$ cat src/rtl/priority_encoder_32to5.sv
// Purpose: captures a 32-bit request vector and emits the set-bit indices one per handshake, lowest index first.
// Latency: 1 cycle from accepted load to the first presented index; done pulses 1 cycle after the last accept.
// Backpressure: out_index/remaining hold while out_ready=0; load_ready=0 while a vector is draining.
module priority_encoder_32to5 (
  input  logic        clk,
  input  logic        reset_n,
  input  logic        load,
  input  logic [31:0] req_in,
  input  logic        flush,
  input  logic        out_ready,
  output logic        load_ready,
  output logic        out_valid,
  output logic [4:0]  out_index,
  output logic [5:0]  remaining,
  output logic        done
);

  typedef enum logic {
    S_IDLE = 1'b0,
    S_EMIT = 1'b1
  } state_t;

  state_t      r_state;
  state_t      w_state_nxt;
  logic [31:0] r_pending;
  logic [31:0] w_pending_nxt;
  logic [4:0]  r_index;
  logic [4:0]  w_index_nxt;
  logic [5:0]  r_remaining;
  logic [5:0]  w_remaining_nxt;
  logic        r_done;
  logic        w_done_nxt;
  logic [31:0] w_drop_pending;

  // Index of the lowest set bit; 0 for an all-zero vector.
  function automatic logic [4:0] f_lowest(input logic [31:0] v);
    logic [4:0] idx;
    idx = 5'd0;
    for (int i = 31; i >= 0; i--) begin
      if (v[i]) idx = i[4:0];
    end
    return idx;
  endfunction

  // Number of set bits, 0..32.
  function automatic logic [5:0] f_popcount(input logic [31:0] v);
    logic [5:0] cnt;
    cnt = 6'd0;
    for (int i = 0; i < 32; i++) begin
      cnt = cnt + {5'd0, v[i]};
    end
    return cnt;
  endfunction

  // Pending set with the currently presented bit removed.
  assign w_drop_pending = r_pending & ~(32'd1 << r_index);

  // State and datapath registers; reset forces IDLE with everything cleared.
  always_ff @(posedge clk or negedge reset_n) begin
    if (!reset_n) begin
      r_state     <= S_IDLE;
      r_pending   <= 32'd0;
      r_index     <= 5'd0;
      r_remaining <= 6'd0;
      r_done      <= 1'b0;
    end else begin
      r_state     <= w_state_nxt;
      r_pending   <= w_pending_nxt;
      r_index     <= w_index_nxt;
      r_remaining <= w_remaining_nxt;
      r_done      <= w_done_nxt;
    end
  end

  // Next-state logic; flush overrides both load and a same-cycle handshake.
  always_comb begin
    w_state_nxt     = r_state;
    w_pending_nxt   = r_pending;
    w_index_nxt     = r_index;
    w_remaining_nxt = r_remaining;
    w_done_nxt      = 1'b0;
    if (flush) begin
      w_state_nxt     = S_IDLE;
      w_pending_nxt   = 32'd0;
      w_index_nxt     = 5'd0;
      w_remaining_nxt = 6'd0;
    end else begin
      case (r_state)
        S_IDLE: begin
          if (load) begin
            if (req_in != 32'd0) begin
              w_state_nxt     = S_EMIT;
              w_pending_nxt   = req_in;
              w_index_nxt     = f_lowest(req_in);
              w_remaining_nxt = f_popcount(req_in);
            end else begin
              // Empty vector drains immediately.
              w_done_nxt = 1'b1;
            end
          end
        end
        S_EMIT: begin
          if (out_ready) begin
            if (w_drop_pending != 32'd0) begin
              w_pending_nxt   = w_drop_pending;
              w_index_nxt     = f_lowest(w_drop_pending);
              w_remaining_nxt = r_remaining - 6'd1;
            end else begin
              w_state_nxt     = S_IDLE;
              w_pending_nxt   = 32'd0;
              w_index_nxt     = 5'd0;
              w_remaining_nxt = 6'd0;
              w_done_nxt      = 1'b1;
            end
          end
        end
        default: begin
          w_state_nxt = S_IDLE;
        end
      endcase
    end
  end

  // Outputs come straight from registers only.
  always_comb begin
    load_ready = (r_state == S_IDLE);
    out_valid  = (r_state == S_EMIT);
    out_index  = r_index;
    remaining  = r_remaining;
    done       = r_done;
  end

endmodule

$ cat config.mk
export PLATFORM = sky130hd
export DESIGN_NAME = priority_encoder_32to5
export DESIGN_NICKNAME = d
export VERILOG_FILES = /design/src/rtl/priority_encoder_32to5.sv
export SDC_FILE = /design/constraint.sdc
export NUM_CORES = 1
export LEC_CHECK = 0
export ABC_AREA = 1
export BUFFER_PORTS_ARGS = -buffer_cell sky130_fd_sc_hd__buf_2
export CAP_MARGIN = 30
export CORE_MARGIN = 4
export CORE_UTILIZATION = 58
export DETAILED_ROUTE_END_ITERATION = 8
export PLACE_DENSITY = 0.8
export REMOVE_ABC_BUFFERS = 1
export SYNTH_ARGS = -nofsm -noshare
export SYNTH_HDL_FRONTEND = slang
export SYNTH_SLANG_ARGS = --single-unit
$ cat constraint.sdc
create_clock -name clk -period 3.9 [get_ports clk]
set_input_delay 0.78 -clock clk [delete_from_list [all_inputs] [get_ports clk]]
set_output_delay 0.78 -clock clk [all_outputs]
set_load 0.005 [all_outputs]
==> metrics.txt <==
# TYPE chip_impl_metric gauge
chip_impl_metric{name="holdWs",unit="ps"} 438
chip_impl_metric{name="total_gr_overflow",unit=""} 0
chip_impl_info{name="grt_setup_unrepaired",value="true"} 1
chip_impl_metric{name="power_total",unit="mW"} 2.81
chip_impl_metric{name="dieHeight",unit="um"} 90.0
chip_impl_metric{name="post_synth_inst_count",unit=""} 559
chip_impl_metric{name="layout.cell_area.non_filler",unit="mm^2"} 0.00472
chip_impl_metric{name="drc",unit=""} 0
chip_impl_metric{name="ys.warnings.count",unit=""} 0
chip_impl_info{name="violations",value="negative setup slack"} 1
chip_impl_metric{name="finalSetupViolCount",unit=""} 6
chip_impl_info{name="worstSetupStartpointType",value="input pin"} 1
chip_impl_metric{name="multi_input_area",unit="mm^2"} 0.00248
chip_impl_metric{name="clock-sinks",unit=""} 45
chip_impl_metric{name="proportion_of_synthesized_chip_area_in_sequential_cells",unit="%"} 28.9
chip_impl_metric{name="slew_headroom",unit="%"} 44.8
chip_impl_metric{name="drt_iter0_markers",unit=""} 454
chip_impl_metric{name="final_period_minus_worst_setup_slack",unit="ps"} 5130
chip_impl_metric{name="vias",unit=""} 4219
chip_impl_metric{name="finalNetCount",unit=""} 708
chip_impl_metric{name="syn2layout_area_growth",unit="%"} 21.0
chip_impl_metric{name="fmax",unit="MHz"} 195
chip_impl_metric{name="insertedDiodeCount",unit=""} 0
chip_impl_metric{name="ys_ff_latch",unit=""} 45
chip_impl_metric{name="htree_num_levels",unit=""} 2
chip_impl_metric{name="number_of_buffers_on_the_longest_clock_path",unit=""} 2
chip_impl_info{name="ys_dominant_reg_cell",value="dfrtp_1"} 1
chip_impl_metric{name="synth_cell_type_count",unit=""} 36
chip_impl_metric{name="initial_cell_density_of_the_core",unit="%"} 60.4
chip_impl_metric{name="final_layout_size_suffix_gt1_share",unit="%"} 21.1
chip_impl_metric{name="filler_cell_count",unit=""} 540
chip_impl_info{name="timing.critical_path.mode_cell",value="fa_1"} 1
chip_impl_metric{name="critical_path_peak_fanout",unit=""} 2
chip_impl_info{name="timing.rr.end",value="out_index[0]"} 1
chip_impl_info{name="yosys-top-cells-area",value="dfrtp_1 29%, nand2_1 16%, fa_1 12%"} 1
chip_impl_metric{name="critical_path_at",unit="ps"} 5350
chip_impl_metric{name="final.setup_skew",unit="ps"} 10.8
chip_impl_metric{name="synth_compound_gate_area_share",unit="%"} 21.5
chip_impl_metric{name="worst_setup_hold_path_clk_slew",unit="ps"} 90
chip_impl_metric{name="ir_worst_vdd",unit="uV"} 1120
chip_impl_metric{name="power.density_cell_area",unit="mW/mm^2"} 595
chip_impl_metric{name="detailedRoute.firstPassIterationCount",unit=""} 6
chip_impl_metric{name="antenna_violating_nets_post_route",unit=""} 0
chip_impl_metric{name="critical-path-max-stage-delay",unit="ps"} 540
chip_impl_metric{name="clock_latency",unit="ps"} 310
chip_impl_metric{name="final_critical_path_setup_slack",unit="ps"} -1230
chip_impl_metric{name="port-buffer-count",unit=""} 50
chip_impl_metric{name="dpl_cell_area",unit="mm^2"} 0.00450
chip_impl_metric{name="dpl.hpwl",unit="um"} 9250
chip_impl_metric{name="grt_first_pass_wirelength",unit="um"} 19500
chip_impl_metric{name="place.gp.congestion",unit=""} 0.997
chip_impl_info{name="tritoncts",value="built"} 1
chip_impl_metric{name="leakage_power",unit="nW"} 2.43
chip_impl_metric{name="switchingPower",unit="mW"} 1.17
chip_impl_info{name="synth.largest_area_cell",value="dfrtp_1"} 1
chip_impl_metric{name="min_period_over_period",unit="%"} 132
chip_impl_metric{name="synth_async_sr_flop_share",unit="%"} 100
chip_impl_metric{name="core_area",unit="mm^2"} 0.00646
chip_impl_metric{name="grt_max_degree",unit=""} 73
chip_impl_metric{name="power.share.clock",unit="%"} 15.3
chip_impl_metric{name="required_time_of_the_critical_path",unit="ps"} 4120
chip_impl_metric{name="synth.cell_area",unit="mm^2"} 0.00390
chip_impl_metric{name="synth_enable_flop_cells",unit=""} 0
chip_impl_metric{name="ff2ff_setup_slack",unit="ps"} 670
chip_impl_info{name="endpoint_kind",value="register"} 1
chip_impl_metric{name="cts-buffers-inserted",unit=""} 5
chip_impl_metric{name="avgViaCountPerCell",unit=""} 5.89
chip_impl_metric{name="p_int",unit="mW"} 1.64
chip_impl_info{name="largest_family_of_logic_cells_by_synthesized_area",value="simple AND/OR/NAND/NOR gates"} 1
chip_impl_metric{name="global_route.usage.total",unit="%"} 29.3
chip_impl_metric{name="setup-tns-final",unit="ps"} -5780
chip_impl_metric{name="max-cap-violations",unit=""} 0
chip_impl_metric{name="routed_wl",unit="um"} 12000
chip_impl_info{name="critical-path-slowest-cell",value="fa_1"} 1
chip_impl_info{name="startpoint",value="req_in[27]"} 1
chip_impl_metric{name="io-pin-count",unit=""} 51
chip_impl_metric{name="drt_wl_cell",unit="um"} 16.8
chip_impl_info{name="run_status",value="finished, violations left"} 1
chip_impl_info{name="series_of_cell_instances_along_the_critical_path",value="buf_2 > inv_2 > fa_1 > fa_1 > inv_1 > fa_1 > inv_1 > fa_1 > fa_1 > fa_1 > inv_2 > ha_4 > fa_2 > nand2_2 > nand2_2 > a21oi_2 > nand2_1 > nand2_1 > o21ai_2 > o22ai_2"} 1
chip_impl_metric{name="synth.mux.area_fraction",unit="%"} 0
chip_impl_metric{name="synth_largest_type_area_fraction",unit="%"} 28.9
chip_impl_metric{name="design.die.area",unit="mm^2"} 0.00810
chip_impl_metric{name="sw_frac_of_total",unit="%"} 41.8
chip_impl_info{name="hold_path.class",value="input pin to asynchronous set/reset pin"} 1
chip_impl_metric{name="synth_xor_area_share",unit="%"} 0.673
chip_impl_metric{name="power_frac_comb",unit="%"} 65.0
chip_impl_metric{name="grt_pass1_vias",unit=""} 3970
chip_impl_metric{name="power.sequential.fraction",unit="%"} 19.7
chip_impl_info{name="netlist_top_cells_count",value="166 x nand2_1, 73 x o21ai_0, 61 x inv_1, 45 x dfrtp_1, 39 x nor2_1"} 1
chip_impl_metric{name="yosys.area_share.simple",unit="%"} 24.5
chip_impl_metric{name="chipWidth",unit="um"} 90.0
chip_impl_metric{name="timing_worst_slew_pin_value",unit="ps"} 824
chip_impl_info{name="r2r_start",value="out_index[0]"} 1
chip_impl_metric{name="final_hold_viols",unit=""} 0
chip_impl_metric{name="initial_antenna_violation_count",unit=""} 0
chip_impl_metric{name="report.final.slew_viol_count",unit=""} 0
chip_impl_metric{name="floorplan.rows",unit=""} 29
chip_impl_metric{name="ff2ff_path_depth",unit=""} 37
chip_impl_info{name="timing.setup.critical_path_class",value="input pin to register"} 1
chip_impl_info{name="clk_root_buffer_cell",value="clkbuf_8"} 1
chip_impl_info{name="cell_with_the_most_instances_after_synthesis",value="nand2_1"} 1
chip_impl_metric{name="synth_adder_area_share",unit="%"} 15.2
chip_impl_metric{name="seqCellArea",unit="mm^2"} 0.00113
chip_impl_metric{name="syn_avg_cell_area",unit="um^2"} 6.98
==> registers in the layout (all words and copies together), names as in the netlist <==
name	count
remaining	6
out_valid	1
r_pending	32
out_index	5
done	1
==> power groups by stage <==
stage          clock, mW  combinational, mW  sequential, mW
6_report           0.429               1.83           0.555
5_1_grt            0.448               2.07           0.561
4_1_cts            0.427               1.61           0.554
3_5_place_dp           0               1.46           0.563
3_3_place_gp           0               1.38           0.561
2_1_floorplan          0              0.954           0.568
==> cell usage in the layout (no fill, tap or decap), types with 4 or more instances in the layout <==
cell type,Yosys,layout
o21bai_1,4,4
buf_4,2,40
ha_1,9,7
a21oi_1,18,16
o21ai_0,73,71
inv_1,61,57
nand2_1,166,164
nor2_1,39,38
o21ai_1,20,21
inv_2,9,13
o32ai_1,6,5
dfrtp_1,45,44
nand4_1,4,4
nor3_1,5,5
clkbuf_8,0,5
buf_2,3,48
nand3_1,16,16
a31oi_1,8,7
fa_1,24,23
==> per-layer routing <==
metal	vias up	global-route usage, %	wire length [um]
met1	1947	39.2	4870
met4	0	8.04	352
met3	45	5.09	1010
met2	243	49.2	5780
li1	1984	-	-
met5	-	0	0
==> cells by family (layout without fill, tap and decap cells) <==
group,count (synthesis),in the layout
simple gates,238,238
xor+xnor,3,3
flops,45,45
compound gates,147,147
buf+inv,93,173
fa+ha+maj,33,33
==> worst max-delay path, delay by kind of cell <==
| kind | cells | cell delay [ps] |
|---|---|---|
| AOI/OAI and AO/OA | 3 | 430 |
| adders and majority gates | 8 | 3540 |
| buffers and inverters | 5 | 310 |
| and+or+nand+nor | 4 | 310 |
==> worst max path at each step <==
stage	to	slack [ps]	cells past startpoint
floorplan	remaining[4]	-1250	19
global placement	remaining[4]	-1490	20
detailed placement	remaining[4]	-1680	20
CTS	remaining[4]	-1160	20
global route	remaining[4]	-1390	20
finish	remaining[4]	-1230	20
==> area by class of cell <==
| class | instances | share of cell area (%) |
|---|---|---|
| multi-input cells | 421 | 52.6 |
| inverters | 73 | 5.80 |
| clock buffers | 5 | 1.46 |
| repair buffers | 92 | 12.8 |
| flip-flops and latches | 45 | 23.9 |
| well taps | 77 | 2.04 |
| clock inverters | 3 | 1.38 |
==> per-stage QoR <==
step	std cells	setup WS [ps]	utilization, %
final	716	-1230	73.1
after CTS	715	-1160	72.4
after global routing	716	-1390	73.1
after global placement	706	-1490	69.4
after floorplan	539	-1250	-
after detailed placement	707	-1680	69.7
==> repair_timing <==
| action | in CTS | in global routing |
|---|---|---|
| buffers inserted | 0 | 1 |
| hold endpoints to repair | 0 | 0 |
| hold buffers | 0 | 0 |
| gates resized for setup | 10 | 12 |
| pin swaps | 10 | 9 |
| endpoints found under the setup margin | 6 | 6 |
Power figures use the tool's default switching activity.
